**src/rtl/tqv_spi_pkg.sv**
```systemverilog
// Shared types and constants for the TinyQV SPI register bridge.
package tqv_spi_pkg;

  typedef enum logic [1:0] {
    IDLE = 2'd0,
    CMD  = 2'd1,
    ADDR = 2'd2,
    DATA = 2'd3
  } spi_state_e;

  localparam logic CMD_WRITE = 1'b1;
  localparam logic CMD_READ  = 1'b0;

  localparam int DEF_ADDR_W      = 6;
  localparam int DEF_DATA_W      = 32;
  localparam int DEF_SYNC_STAGES = 2;

endpackage

```
**src/rtl/spi_pin_sync_edge.sv**
```systemverilog
// N-stage input synchroniser with single-cycle rise/fall pulses on the synced level.
module spi_pin_sync_edge #(
  parameter int   STAGES  = 2,
  parameter logic RST_VAL = 1'b0
) (
  input  logic clk,
  input  logic rst_n,
  input  logic pin,
  output logic sync,
  output logic rise,
  output logic fall
);

  logic [STAGES-1:0] chain;
  logic              prev;

  always_ff @(posedge clk or negedge rst_n) begin
    if (!rst_n) begin
      chain <= {STAGES{RST_VAL}};
      prev  <= RST_VAL;
    end else begin
      chain[0] <= pin;
      for (int i = 1; i < STAGES; i++) chain[i] <= chain[i-1];
      prev <= chain[STAGES-1];
    end
  end

  assign sync = chain[STAGES-1];
  assign rise = sync & ~prev;
  assign fall = ~sync & prev;

endmodule

```
**src/rtl/tqv_spi_reg_bridge.sv**
```systemverilog
// SPI mode-0 slave to register-port bridge with burst auto-increment and read prefetch.
module tqv_spi_reg_bridge
  import tqv_spi_pkg::*;
#(
  parameter int ADDR_W      = DEF_ADDR_W,
  parameter int DATA_W      = DEF_DATA_W,
  parameter int SYNC_STAGES = DEF_SYNC_STAGES
) (
  input  logic              clk,
  input  logic              rst_n,
  input  logic              spi_cs_n,
  input  logic              spi_clk,
  input  logic              spi_mosi,
  output logic              spi_miso,
  output logic [ADDR_W-1:0] reg_addr,
  output logic [DATA_W-1:0] reg_data_o,
  output logic              reg_wr,
  output logic              reg_rd,
  input  logic [DATA_W-1:0] reg_data_i,
  output logic              busy
);

  localparam int MAX_W = (ADDR_W > DATA_W) ? ADDR_W : DATA_W;
  localparam int CNT_W = $clog2(MAX_W + 1);
  localparam int AS_W  = ADDR_W - 1;

  logic cs_sync, cs_fall, unused_cs_rise;
  logic unused_sck_sync, sck_rise, sck_fall;
  logic mosi_sync, unused_mosi_rise, unused_mosi_fall;

  spi_pin_sync_edge #(.STAGES(SYNC_STAGES), .RST_VAL(1'b1)) u_cs (
    .clk(clk), .rst_n(rst_n), .pin(spi_cs_n),
    .sync(cs_sync), .rise(unused_cs_rise), .fall(cs_fall)
  );

  spi_pin_sync_edge #(.STAGES(SYNC_STAGES), .RST_VAL(1'b0)) u_sck (
    .clk(clk), .rst_n(rst_n), .pin(spi_clk),
    .sync(unused_sck_sync), .rise(sck_rise), .fall(sck_fall)
  );

  spi_pin_sync_edge #(.STAGES(SYNC_STAGES), .RST_VAL(1'b0)) u_mosi (
    .clk(clk), .rst_n(rst_n), .pin(spi_mosi),
    .sync(mosi_sync), .rise(unused_mosi_rise), .fall(unused_mosi_fall)
  );

  spi_state_e        state;
  logic [CNT_W-1:0]  bit_cnt;
  logic              is_write;
  logic              rd_arm;
  logic [AS_W-1:0]   addr_sr;
  logic [DATA_W-2:0] data_sr;
  logic [DATA_W-2:0] miso_sr;

  always_ff @(posedge clk or negedge rst_n) begin
    if (!rst_n) begin
      state      <= IDLE;
      bit_cnt    <= '0;
      is_write   <= CMD_READ;
      rd_arm     <= 1'b0;
      addr_sr    <= '0;
      data_sr    <= '0;
      miso_sr    <= '0;
      reg_addr   <= '0;
      reg_data_o <= '0;
      reg_wr     <= 1'b0;
      reg_rd     <= 1'b0;
      spi_miso   <= 1'b0;
    end else begin
      reg_wr <= 1'b0;
      reg_rd <= 1'b0;
      // Every write strobe and every read prefetch advances the address, wrapping naturally.
      if (reg_wr || reg_rd) reg_addr <= reg_addr + 1'b1;
      if (reg_rd) begin
        miso_sr  <= reg_data_i[DATA_W-2:0];
        spi_miso <= reg_data_i[DATA_W-1];
      end

      unique case (state)
        IDLE: begin
          if (cs_fall) state <= CMD;
        end
        CMD: begin
          if (sck_rise) begin
            is_write <= mosi_sync;
            bit_cnt  <= CNT_W'(ADDR_W);
            state    <= ADDR;
          end
        end
        ADDR: begin
          if (sck_rise) begin
            addr_sr <= AS_W'({addr_sr, mosi_sync});
            bit_cnt <= bit_cnt - 1'b1;
            if (bit_cnt == CNT_W'(1)) begin
              reg_addr <= {addr_sr, mosi_sync};
              bit_cnt  <= CNT_W'(DATA_W);
              rd_arm   <= (is_write == CMD_READ);
              state    <= DATA;
            end
          end
        end
        DATA: begin
          if (sck_rise) begin
            data_sr <= {data_sr[DATA_W-3:0], mosi_sync};
            bit_cnt <= bit_cnt - 1'b1;
            if (bit_cnt == CNT_W'(1)) begin
              bit_cnt <= CNT_W'(DATA_W);
              if (is_write == CMD_WRITE) begin
                reg_data_o <= {data_sr, mosi_sync};
                reg_wr     <= 1'b1;
              end else begin
                rd_arm <= 1'b1;
              end
            end
          end
          // The first falling edge after a field boundary fetches the next word; others shift MISO.
          if (sck_fall && is_write == CMD_READ) begin
            if (rd_arm) begin
              reg_rd <= 1'b1;
              rd_arm <= 1'b0;
            end else begin
              spi_miso <= miso_sr[DATA_W-2];
              miso_sr  <= {miso_sr[DATA_W-3:0], 1'b0};
            end
          end
        end
        default: state <= IDLE;
      endcase

      if (cs_sync) begin
        state    <= IDLE;
        rd_arm   <= 1'b0;
        spi_miso <= 1'b0;
      end
    end
  end

  assign busy = ~cs_sync;

endmodule

```
**config.mk**
```make
export PLATFORM = sky130hd
export DESIGN_NAME = tqv_spi_reg_bridge
export DESIGN_NICKNAME = d
export VERILOG_FILES = /design/src/rtl/tqv_spi_pkg.sv /design/src/rtl/spi_pin_sync_edge.sv /design/src/rtl/tqv_spi_reg_bridge.sv
export SDC_FILE = /design/constraint.sdc
export NUM_CORES = 1
export LEC_CHECK = 0
export BUFFER_PORTS_ARGS = -buffer_cell sky130_fd_sc_hd__buf_4
export CAP_MARGIN = 20
export CORE_ASPECT_RATIO = 0.8
export CORE_MARGIN = 2
export CORE_UTILIZATION = 60
export DETAILED_ROUTE_END_ITERATION = 8
export PLACE_DENSITY = 0.83
export SLEW_MARGIN = 5
export SYNTH_ARGS = -nofsm -noshare
export SYNTH_HDL_FRONTEND = slang
export SYNTH_SLANG_ARGS = --single-unit
```
**constraint.sdc**
```tcl
create_clock -name clk -period 2.8 [get_ports clk]
set_input_delay 0.56 -clock clk [delete_from_list [all_inputs] [get_ports clk]]
set_output_delay 0.56 -clock clk [all_outputs]
set_load 0.005 [all_outputs]
```
# Word-level counts from Yosys, hierarchy flattened
# Index checks and enable logic that the tools add are counted.
[classes] n_addsub=2 mux=39 n_eq_ne=10 n_reduce_logical=14 bitwise=7
[ops] operator="31-bit two-way mux" n=4
[ops] operator="6-bit two-way mux" n=7
[ops] operator="1-bit two-way mux" n=20
[ops] operator="3-bit by 2-bit inequality test with 1-bit output, second input constant" n=4
[ops] operator="6-bit one-hot mux with 2 select lines" n=1
[ops] operator="2-bit two-way mux" n=5
[ops] operator="6-bit by 1-bit adder with 6-bit output, second input constant" n=1
[ops] operator="6-bit by 1-bit equality test with 1-bit output, second input constant" n=1
[ops] operator="2-bit one-hot mux with 3 select lines" n=1
[ops] operator="2-bit AND reduction" n=3
[ops] operator="3-bit AND reduction" n=2
[ops] operator="6-bit by 1-bit subtractor with 6-bit output, second input constant" n=1
[ops] operator="5-bit AND reduction" n=1
[ops] operator="2-bit equality test, second input constant" n=2
[ops] operator="1-bit inverter" n=4
[ops] operator="4-bit AND reduction" n=1
[ops] operator="4-bit nonzero test" n=1
[ops] operator="1-bit bitwise AND" n=3
[ops] operator="3-bit nonzero test" n=1
[ops] operator="2-bit by 1-bit equality test with 1-bit output, second input constant" n=1
[ops] operator="2-bit zero test" n=1
[ops] operator="2-bit by 1-bit inequality test with 1-bit output, second input constant" n=1
[ops] operator="2-bit inequality test, second input constant" n=1
[ops] operator="1-bit one-hot mux with 2 select lines" n=1
[ops] operator="4 further kinds" n=4
[word_totals] out_inout_bits=42 wordCells=89 register_bits=126 input_bits=37

# Longest topological paths before layout
# Gate-level depths: netlist of the first run.
[depth] depth_word=7 mapped_depth=7 depth_no_buf=6

# By module
# A second synthesis of the first run with hierarchy kept.
[hier_totals] hier_cells=405 hier_area_um2=5500.3
[modules_own_cells] mod="tqv_spi_reg_bridge" seq_area_each_um2=2952.8 area_each_um2=5226.3 instances=1 cells_per_inst=390
[modules_own_cells] mod="spi_pin_sync_edge at u_mosi ..." seq_area_each_um2=75.1 area_each_um2=90.1 instances=2 cells_per_inst=5
[modules_own_cells] mod="spi_pin_sync_edge at u_cs" seq_area_each_um2=78.8 area_each_um2=93.8 instances=1 cells_per_inst=5

# Least setup slack after synthesis of the first run
# Ideal clock, no wire load.
[synth_path] path_type="reg2reg" startpoint="register bit_cnt[1]" endpoint="register state[0]" required_time_ps=2672 arrival_time_ps=1670 period_less_slack_ps=1797 stages_incl_launch_ff=7 path_buffers=0 setup_time_ps=128 path_slack_ps=1003 path_cell_list="dfrtp_1 > inv_1 > ha_1 > nor2b_1 > a31oi_1 > a2111oi_4 > mux2_1"
[synth_via] elab_chain_cells=3
[synth_rtl] item="start: declaration" line="tqv_spi_reg_bridge.sv:47" source="logic [CNT_W-1:0] bit_cnt;"
[synth_rtl] item="start signal: assignment" line="tqv_spi_reg_bridge.sv:85" source="bit_cnt <= CNT_W'(ADDR_W);"
[synth_rtl] item="start signal: assignment" line="tqv_spi_reg_bridge.sv:92" source="bit_cnt <= bit_cnt - 1'b1;"
[synth_rtl] item="start signal: assignment" line="tqv_spi_reg_bridge.sv:95" source="bit_cnt <= CNT_W'(DATA_W);"
[synth_rtl] item="6-bit by 1-bit equality test with 1-bit output" line="tqv_spi_reg_bridge.sv:93" source="if (bit_cnt == CNT_W'(1)) begin"
[synth_rtl] item="3-bit by 2-bit inequality test with 1-bit output (no source line)"
[synth_rtl] item="5-bit AND reduction (no source line)"
[synth_rtl] item="end signal: assignment" line="tqv_spi_reg_bridge.sv:86" source="state <= ADDR;"
[synth_rtl] item="end signal: assignment" line="tqv_spi_reg_bridge.sv:97" source="state <= DATA;"
[synth_rtl] item="end signal: assignment" line="tqv_spi_reg_bridge.sv:126" source="default: state <= IDLE;"
[synth_rtl] item="end: declaration" line="tqv_spi_reg_bridge.sv:46" source="spi_state_e state;"
# Every way passes these cells.
# A chain may end at the register's enable or synchronous reset.

# Worst setup path after layout of the first run
[layout_path] startpoint="register bit_cnt[1]" endpoint="register reg_data_o[4]"
[layout_via] elab_chain_cells=2
[layout_rtl] item="6-bit by 1-bit equality test with 1-bit output" line="tqv_spi_reg_bridge.sv:105" source="if (bit_cnt == CNT_W'(1)) begin"
[layout_rtl] item="4-bit AND reduction (no source line)"
[layout_rtl] item="end signal: assignment" line="tqv_spi_reg_bridge.sv:108" source="reg_data_o <= {data_sr, mosi_sync};"
[layout_rtl] item="end: declaration" line="tqv_spi_reg_bridge.sv:16" source="output logic [DATA_W-1:0] reg_data_o,"
# Every way passes these cells.

==> results of run 1 <==
where the power goes:
group	leakage (nW)	internal [W]	switching (W)
Sequential	1.59	0.00200	0.000120
Combinational	1.33	0.000265	0.000323
Clock	0.298	0.00150	0.000738
flip-flops by register name, summed over array words and instances (netlist names), 2 cells and up:
name / cells
addr_sr: 5
bit_cnt: 6
data_sr: 31
miso_sr: 31
reg_addr: 6
reg_data_o: 32
state: 2
u_cs.chain: 2
u_mosi.chain: 2
u_sck.chain: 2
layout make-up:
type | instances | area [µm²]
Inverter | 10 | 37.5
Timing Repair Buffer | 85 | 653
Tap cell | 112 | 140
Fill cell | 496 | 1900
Multi-Input combinational cell | 245 | 2100
Clock buffer | 23 | 467
Clock inverter | 7 | 135
Sequential cell | 126 | 3160
metal layers:
metal | GRT usage (%) | vias to the layer above | wire (µm)
met1 | 30.8 | 1656 | 4650
met3 | 7.66 | 20 | 512
met5 | 0 | - | 0
li1 | - | 1573 | -
met4 | 7.71 | 0 | 174
met2 | 37.9 | 84 | 5150
per-stage QoR:
step	hold WS [ns]	instance area (µm²)	total power [W]
final	0.150	6690	0.00494
after floorplan	0.264	5390	0.00252
after global routing	0.127	6690	0.00516
after global placement	0.334	6080	0.00268
after CTS	0.128	6690	0.00499
after detailed placement	0.341	6080	0.00273
cells by family after synthesis:
kind of cell | count (synthesis)
buffers and inverters | 28
and+or+nand+nor | 69
AOI/OAI and AO/OA | 54
muxes | 110
xor gates and xnor gates | 5
DFF | 126
adders and majority gates | 7
cell usage after synthesis:
| master | number |
|---|---|
| xnor2_1 | 4 |
| inv_1 | 10 |
| a32oi_1 | 1 |
| nor3_4 | 1 |
| mux2_1 | 1 |
| o22ai_1 | 1 |
| a22oi_1 | 1 |
| or2_1 | 1 |
| o22a_1 | 1 |
| buf_6 | 3 |
| o21ai_0 | 35 |
| a21boi_0 | 1 |
| nand3_1 | 1 |
| xor2_1 | 1 |
| o2111ai_1 | 2 |
| o2bb2ai_1 | 1 |
| ha_1 | 7 |
| o21ba_2 | 1 |
| dfrtp_1 | 123 |
| clkbuf_2 | 2 |
| clkbuf_1 | 2 |
| nor3_1 | 2 |
| buf_2 | 10 |
| dfstp_2 | 3 |
| nand2_1 | 44 |
| a31oi_1 | 3 |
| and2_1 | 2 |
| nor2_1 | 9 |
| nand2b_1 | 1 |
| nand4_4 | 1 |
| mux2_2 | 47 |
| nor3b_1 | 1 |
| buf_1 | 1 |
| mux2_4 | 29 |
| nor4bb_1 | 1 |
| a2111oi_4 | 1 |
| nor2b_1 | 4 |
| mux2i_1 | 33 |
| or4_1 | 1 |
| a21oi_1 | 5 |
| o21bai_1 | 1 |
cells in the final DEF, fill, tap and decap left out, types with 4 or more instances in the layout:
cell / n
dfrtp_1: 122
buf_4: 83
mux2_2: 47
nand2_1: 44
o21ai_0: 35
mux2i_1: 33
mux2_4: 29
clkbuf_16: 16
inv_1: 10
nor2_1: 9
ha_1: 7
a21oi_1: 5
xnor2_1: 4
clkbuf_8: 4
bufinv_16: 4
final timing paths:
kind,cells after the start,from,slack [ns],endpoint
setup / recovery,6,bit_cnt[1]$_DFFE_PN0P_,0.23,reg_data_o[4]$_DFFE_PN0P_
hold / removal,1,spi_cs_n,0.15,u_cs.chain[0]$_DFF_PN1_
setup reg to reg,6,bit_cnt[1]$_DFFE_PN0P_,0.23,reg_data_o[4]$_DFFE_PN0P_
hold reg to reg,0,u_cs.chain[0]$_DFF_PN1_,0.36,u_cs.chain[1]$_DFF_PN1_
max in group asynchronous,3,rst_n,1.60,reg_data_o[26]$_DFFE_PN0P_
min in group asynchronous,2,rst_n,0.51,miso_sr[18]$_DFF_PN0_
worst max-delay path: cells and delay by family, from the launching register on:
kind                       cells  cell delay (ns)
adders and majority gates      1             0.18
buffers and inverters          1             0.12
DFF                            1             0.38
muxes                          1             0.55
and+or+nand+nor                3             1.21
==> reports/metrics.yaml, run 1 <==
grt_pass1_wl_um: 17100
hp-class: "input pin to flip-flop"
grt_max_degree: 64
period_needed_ns: 2.57
synth-seq-area-share_pct: 58.5
synth_top_family_by_area: "multiplexers"
routed_via_density: 5.48
grt_pass1_vias: 3397
ys_ff_latch: 126
slew_headroom_pct: 43.4
antenna_found_initial: 0
clk_pin_slew_worst_paths_ns: 0.05
drt_iter0_drc: 187
synth_area_leaders: "dfrtp_1, mux2_2, mux2_4"
fin_crit_sh_pct: 91.7
max_freq_ghz: 0.389
crit_arrival_ns: 2.96
diodes: 0
gp_congestion: 0.791
grt_usage_pct: 23.6
ant_nets: 0
startpoint_type: "flip-flop"
cts_buffer_depth: 2
syn_nets: 443
rsz0062_at_grt: "no"
yosysUniqueCellTypes: 41
end_kind: "flip-flop"
finalSetupTns_ns: 0
p_per_area_mw_per_mm2: 739
utilization_pct: 77.8
instances_no_fill: 608
clk_latency_ns: 0.52
slowest_stage: "nand4_4"
syn_area_per_cell_um2: 13.5
cts-resized-gates: 0
pre_cts_slack_ns: 0.326
syn_area_mm2: 0.00539
die_w_um: 110
setup_ws_ns: 0.232
p_leak_nw: 3.22
synth_xor_area_share_pct: 0.812
path_max_fanout: 33
cts.sinks: 126
status: "complete, no violations"
avgRoutedWirePerCell_um: 17.2
synthAdderAreaFrac_pct: 1.62
dp.cells: 577
hold_buffers: 1
drive_above_1_share_pct: 39.5
initial_core_util_pct: 62.7
yosysTopAreaCell: "dfrtp_1"
design.die.area_mm2: 0.00977
peakVddDrop_mv: 0.564
yosys.area_share.simple_pct: 6.06
layout.nets: 529
grt.overflow.total: 0
tightest_slew_ns: 0.847
synthCells: 399
port_buffers: 78
yosys_warnings: 0
cts_tree: "done"
cts_made_buffers: 17
finalSetupViolCount: 0
routed_wl_um: 10500
crit_type: "flip-flop to flip-flop"
hold_violations: 0
drv_cap: 0
core_area_mm2: 0.00860
synth_compound_area_share_pct: 6.10
postCtsSetupBuffers: 0
syn2layout_area_growth_pct: 24.1
cp_data_required_time_ns: 3.19
dr.pass1.iters: 4
finalClockSkew_ns: 0.00989
dpl.hpwl_um: 6460
vias: 3333
htree_levels: 4
die-height_um: 88.8
ios: 79
slew_viol_final: 0
rows: 30
cts-root-buf: "clkbuf_8"
drc: 0
cp_cell_sequence: "inv_1 -> ha_1 -> nor2b_1 -> and2_1 -> nand4_4 -> mux2_4"
synth_mux_area_share_pct: 24.2
slowest_delay_ns: 0.67
netlist.area_leader.share_pct: 57.1
No activity file was read; power rests on OpenSTA's default activity.
==> run 2: changes to the inputs <==
Settings changed: SYNTH_HIERARCHICAL set to 1.
==> reports/metrics.yaml, run 2 <==
p_comb_share_pct: 10.0  # was 11.9%
dp.cells: 584  # was 577
path_max_fanout: 17  # was 33
clk_pin_slew_worst_paths_ns: 0.05  # about the same
antenna_found_initial: 0  # unchanged
p_clk_share_pct: 46.6  # was 45.3%
power.internal_w: 0.00368  # was 0.00376 W
layout.nets: 533  # was 529
cts.sinks: 126  # unchanged
port_buffers: 78  # unchanged
gp_congestion: 0.786  # was 0.791
seqCellArea_mm2: 0.00316  # unchanged
startpoint_type: "flip-flop"  # unchanged
slew_headroom_pct: 49.2  # was 43.4%
syn2layout_area_growth_pct: 23.9  # was 24.1%
slowest_stage: "dfrtp_1"  # was nand4_4
top_register: "reg_data_o"  # unchanged
dpl.hpwl_um: 6640  # was 6460 µm
rsz0062_at_grt: "no"  # unchanged
initial_core_util_pct: 60.9  # was 62.7%
postCtsSetupBuffers: 0  # unchanged
drv_cap: 0  # unchanged
reg_top3: "reg_data_o x32, data_sr x31, miso_sr x31"  # unchanged
multi_input_area_mm2: 0.00215  # was 0.00210 mm²
fin_crit_sh_pct: 75.2  # was 91.7%
cp_data_required_time_ns: 3.09  # was 3.19 ns
vias: 3333  # unchanged
status: "complete, no violations"  # unchanged
switching_share_pct: 23.0  # was 23.9%
htree_levels: 4  # unchanged
die_w_um: 111  # was 110 µm
rows: 31  # was 30
dr.pass1.iters: 4  # unchanged
slew_viol_final: 0  # unchanged
hold_violations: 0  # unchanged
report.power.total_w: 0.00478  # was 0.00494 W
yosys_warnings: 6  # was 0
p_leak_nw: 3.20  # was 3.22 nW
p_per_area_mw_per_mm2: 707  # was 739 mW/mm²
utilization_pct: 75.4  # was 77.8%
avgRoutedWirePerCell_um: 16.7  # was 17.2 µm
finalSetupViolCount: 0  # unchanged
drive_above_1_share_pct: 41.0  # was 39.5%
cp_cell_sequence: "nor3_4 -> nand3b_4 -> nor2_8 -> buf_4 -> mux2_4"  # was inv_1 -> ha_1 -> nor2b_1 -> and2_1 -> nand4_4 -> mux2_4
fillerInstances: 543  # was 496
critical_path_buf_inv_count: 1  # unchanged
max_freq_ghz: 0.475  # was 0.389 GHz
grt.overflow.total: 0  # unchanged
finalSetupTns_ns: 0  # unchanged
hp-class: "input pin to async pin"  # was input pin to flip-flop
routed_wl_um: 10300  # was 10500 µm
crit_arrival_ns: 2.39  # was 2.96 ns
grt_pass1_vias: 3457  # was 3397
syn_nets: 446  # was 443
cts_made_buffers: 17  # unchanged
end_kind: "flip-flop"  # unchanged
switchingPower_w: 0.00110  # was 0.00118 W
ant_nets: 0  # unchanged
diodes: 0  # unchanged
hold_buffers: 0  # was 1
largest_reg_flops: 32  # unchanged
design.die.area_mm2: 0.00987  # was 0.00977 mm²
peakVddDrop_mv: 0.677  # was 0.564 mV
syn_area_per_cell_um2: 13.6  # was 13.5 µm²
synthCells: 401  # was 399
met3_usage_pct: 6.24  # was 7.66%
core_area_mm2: 0.00896  # was 0.00860 mm²
grt_pass1_wl_um: 17100  # unchanged
crit_family: "simple AND/OR/NAND/NOR gates"  # unchanged
grt_usage_pct: 22.2  # was 23.6%
die-height_um: 89.3  # was 88.8 µm
top_usage_layer: "met2"  # unchanged
slowest_delay_ns: 0.45  # was 0.67 ns
grt_max_degree: 69  # was 64
grt_use_met1_pct: 29.6  # was 30.8%
final_common_cell: "dfrtp_1"  # unchanged
use_met2_pct: 35.0  # was 37.9%
ios: 79  # unchanged
cts_tree: "done"  # unchanged
period_needed_ns: 2.11  # was 2.57 ns
cts-root-buf: "clkbuf_16"  # was clkbuf_8
drc: 0  # unchanged
cts_buffer_depth: 2  # unchanged
crit_type: "flip-flop to flip-flop"  # unchanged
clk_latency_ns: 0.41  # was 0.52 ns
drt_iter0_drc: 147  # was 187
syn_area_mm2: 0.00545  # was 0.00539 mm²
tightest_slew_ns: 0.760  # was 0.847 ns
final_cell_mix: "dfrtp_1, buf_4, mux2_2"  # unchanged
finalClockSkew_ns: 0.00714  # was 0.00989 ns
routed_via_density: 5.42  # was 5.48
instances_no_fill: 615  # was 608
sequentialPowerShare_pct: 43.4  # was 42.8%
cts-resized-gates: 0  # unchanged
## run 2: final cells by class
cell class / instances / share of cell area [%]
flip-flops and latches: 126 / 46.7
multi-input cells: 250 / 31.8
repair buffers: 86 / 9.92
clock buffers: 25 / 7.48
well taps: 115 / 2.13
clock inverters: 6 / 1.56
inverters: 7 / 0.389
## run 2: power groups by stage
stage	Sequential, W	Combinational [W]	Clock [W]
after global placement	0.00209	0.000442	0
final	0.00208	0.000477	0.00223
after floorplan	0.00207	0.000314	0
after global routing	0.00210	0.000546	0.00234
after detailed placement	0.00210	0.000469	0
after CTS	0.00207	0.000480	0.00226
## run 2: path summary, 6_finish.rpt
kind,to,cells after the start,startpoint,slack [ns]
max,reg_data_o[26]$_DFFE_PN0P_,5,bit_cnt[2]$_DFFE_PN0P_,0.69
max reg2reg,reg_data_o[26]$_DFFE_PN0P_,5,bit_cnt[2]$_DFFE_PN0P_,0.69
min in group clk,u_sck/chain[0]$_DFF_PN0_,1,spi_clk,0.26
min reg2reg,u_mosi/chain[1]$_DFF_PN0_,0,u_mosi/chain[0]$_DFF_PN0_,0.35
max in group asynchronous,u_cs/chain[0]$_DFF_PN1_,2,rst_n,2.00
min,miso_sr[17]$_DFF_PN0_,1,rst_n,0.08
## run 2: per-stage QoR
stage / setup slack [ns] / hold WS [ns] / cell area (µm²)
after global placement: 0.799 / 0.333 / 6150
after floorplan: 1.08 / 0.264 / 5450
after global routing: 0.516 / 0.102 / 6760
final: 0.694 / 0.0800 / 6760
after detailed placement: 0.710 / 0.335 / 6150
after CTS: 0.700 / 0.0833 / 6760
## run 2: metal layers
metal  share of wire, %  wire length (µm)
met1                 47              4820
met5                  0                 0
met2                 47              4820
met4                2.0               204
met3                4.1               421
==> run 3: changes to the inputs <==
Settings changed: CORE_UTILIZATION 60 to 57, PLACE_DENSITY 0.83 to 0.79.
Clock period 2.8 ns to 2.2 ns, I/O delays scaled along.
==> reports/metrics.yaml, run 3 (synthesized netlist as in run 2, its figures left out) <==
crit_type: "flip-flop to flip-flop"  # unchanged
p_per_area_mw_per_mm2: 894  # was 707 mW/mm²
slowest_delay_ns: 0.45  # about the same
slew_headroom_pct: 65.5  # was 49.2%
multi_input_area_mm2: 0.00215  # unchanged
dr.pass1.iters: 4  # unchanged
cts.sinks: 126  # unchanged
whs_ns: 0.138  # was 0.0800 ns
crit_arrival_ns: 2.22  # was 2.39 ns
gp_congestion: 0.848  # was 0.786
slew_viol_final: 0  # unchanged
finalSetupViolCount: 0  # unchanged
layout.nets: 533  # unchanged
drc: 0  # unchanged
diodes: 0  # unchanged
p_leak_nw: 3.20  # about the same
grt_pass1_wl_um: 17100  # about the same
vias: 3316  # was 3333
drive_above_1_share_pct: 40.5  # was 41.0%
slowest_stage: "or3b_1"  # was dfrtp_1
cts_tree: "done"  # unchanged
use_met2_pct: 30.9  # was 35.0%
startpoint_type: "flip-flop"  # unchanged
cts_made_buffers: 17  # unchanged
drv_cap: 0  # unchanged
regToRegStartpoint: "state[0]$_DFFE_PN0P_"  # was bit_cnt[2]$_DFFE_PN0P_
routed_via_density: 5.38  # was 5.42
peakVddDrop_mv: 0.825  # was 0.677 mV
rows: 31  # unchanged
grt_pass1_vias: 3380  # was 3457
met3_usage_pct: 6.41  # was 6.24%
switching_share_pct: 23.2  # was 23.0%
period_needed_ns: 1.90  # was 2.11 ns
path_max_fanout: 10  # was 17
syn2layout_area_growth_pct: 24.5  # was 23.9%
die_w_um: 113  # was 111 µm
cts-root-buf: "clkbuf_16"  # unchanged
die-height_um: 91.5  # was 89.3 µm
sequentialPowerShare_pct: 43.4  # about the same
min_from: "spi_mosi"
cts_buffer_depth: 2  # unchanged
ios: 79  # unchanged
fillerInstances: 586  # was 543
rrSetupSlack_ns: 0.30  # was 0.69 ns
final_common_cell: "dfrtp_1"  # unchanged
max_freq_ghz: 0.527  # was 0.475 GHz
status: "complete, no violations"  # unchanged
grt.overflow.total: 0  # unchanged
seqCellArea_mm2: 0.00316  # unchanged
initial_core_util_pct: 59.3  # was 60.9%
fin_crit_sh_pct: 86.2  # was 75.2%
top_usage_layer: "met2"  # unchanged
final_cell_mix: "dfrtp_1, buf_4, mux2_2"  # unchanged
finalClockSkew_ns: 0.00663  # was 0.00714 ns
avgRoutedWirePerCell_um: 16.4  # was 16.7 µm
antenna_found_initial: 0  # unchanged
design.die.area_mm2: 0.0104  # was 0.00987 mm²
reg_top3: "reg_data_o x32, data_sr x31, miso_sr x31"  # unchanged
p_clk_share_pct: 46.4  # was 46.6%
core_area_mm2: 0.00919  # was 0.00896 mm²
clk_pin_slew_worst_paths_ns: 0.05  # about the same
clk_latency_ns: 0.41  # about the same
hold_violations: 0  # unchanged
rsz0062_at_grt: "no"  # unchanged
grt_max_degree: 64  # was 69
cp_cell_sequence: "inv_1 -> ha_1 -> nor3_2 -> o21bai_2 -> or3b_1 -> o21ai_0"  # was nor3_4 -> nand3b_4 -> nor2_8 -> buf_4 -> mux2_4
largest_reg_flops: 32  # unchanged
port_buffers: 78  # unchanged
hp-class: "input pin to flip-flop"  # was input pin to async pin
top_register: "reg_data_o"  # unchanged
tightest_slew_ns: 0.515  # was 0.760 ns
htree_levels: 4  # unchanged
dpl.hpwl_um: 6600  # was 6640 µm
cp_data_required_time_ns: 2.52  # was 3.09 ns
grt_use_met1_pct: 30.5  # was 29.6%
p_comb_share_pct: 10.2  # was 10.0%
grt_usage_pct: 21.5  # was 22.2%
power.internal_w: 0.00467  # was 0.00368 W
routed_wl_um: 10100  # was 10300 µm
end_kind: "flip-flop"  # unchanged
drt_iter0_drc: 204  # was 147
switchingPower_w: 0.00141  # was 0.00110 W
cts-resized-gates: 0  # unchanged
startpoint: "state[0]$_DFFE_PN0P_"  # was bit_cnt[2]$_DFFE_PN0P_
ant_nets: 0  # unchanged
finalSetupTns_ns: 0  # unchanged
-- run 3: cell count changes in the layout (fill, tap and decap cells not counted) --
cell           change
buf_12             +3
buf_4              -4
clkbuf_1           +2
clkbuf_8           -1
dlygate4sd3_1      +1
-- run 3: path summary, 6_finish.rpt --
kind | end | cells after the start
worst max-delay path | bit_cnt[0]$_DFFE_PN0P_ | 6
worst min-delay path | u_mosi/chain[0]$_DFF_PN0_ | 1
worst max register to register | bit_cnt[0]$_DFFE_PN0P_ | 6
worst min register to register | u_mosi/chain[1]$_DFF_PN0_ | 0
max in group asynchronous | reg_data_o[9]$_DFFE_PN0P_ | 3
min in group asynchronous | miso_sr[18]$_DFF_PN0_ | 2
-- run 3: through the flow --
step                      cell area [µm²]  utilization, %  setup WS, ns  std cells  power (W)
after global placement               6180            67.2         0.407        583    0.00323
after floorplan                      5450               -         0.483        401    0.00303
after detailed placement             6180            67.2         0.313        583    0.00327
after CTS                            6790            73.9         0.296        616    0.00613
after global routing                 6790            73.9         0.129        616    0.00635
final                                6790            73.9         0.303        616    0.00607
-- run 3: power by group through the flow --
stage | clock [W] | combinational [W] | sequential, W
global placement | 0 | 0.000567 | 0.00266
finish | 0.00282 | 0.000618 | 0.00264
CTS | 0.00287 | 0.000623 | 0.00264
detailed placement | 0 | 0.000599 | 0.00267
floorplan | 0 | 0.000400 | 0.00263
global route | 0.00299 | 0.000695 | 0.00266
-- run 3: critical path: cells and delay by family, from the launching register on --
kind / cells / cell delay (ns)
DFF: 1 / 0.39
and+or+nand+nor: 2 / 0.67
AOI/OAI and AO/OA: 2 / 0.34
adders and majority gates: 1 / 0.31
buffers and inverters: 1 / 0.10
-- run 3: final cells by class --
cell class	count	area share [%]
clock inverter	6	1.55
timing repair buffer	86	10.5
tap	115	2.12
sequential	126	46.5
inverter	7	0.387
clock buffer	26	7.35
multi-input combinational	250	31.6
-- run 3: what timing repair did --
action / 4_1_cts / 5_1_grt
hold buffers: 1 / 0
buffers inserted: 0 / 0
hold endpoints to repair: 16 / 0
-- run 3: metal layers --
layer  vias to the layer above  routed length (µm)
met5                         -                   0
met4                         0                 200
met3                        16                 441
met2                        76                4700
met1                      1638                4730
li1                       1586                   -
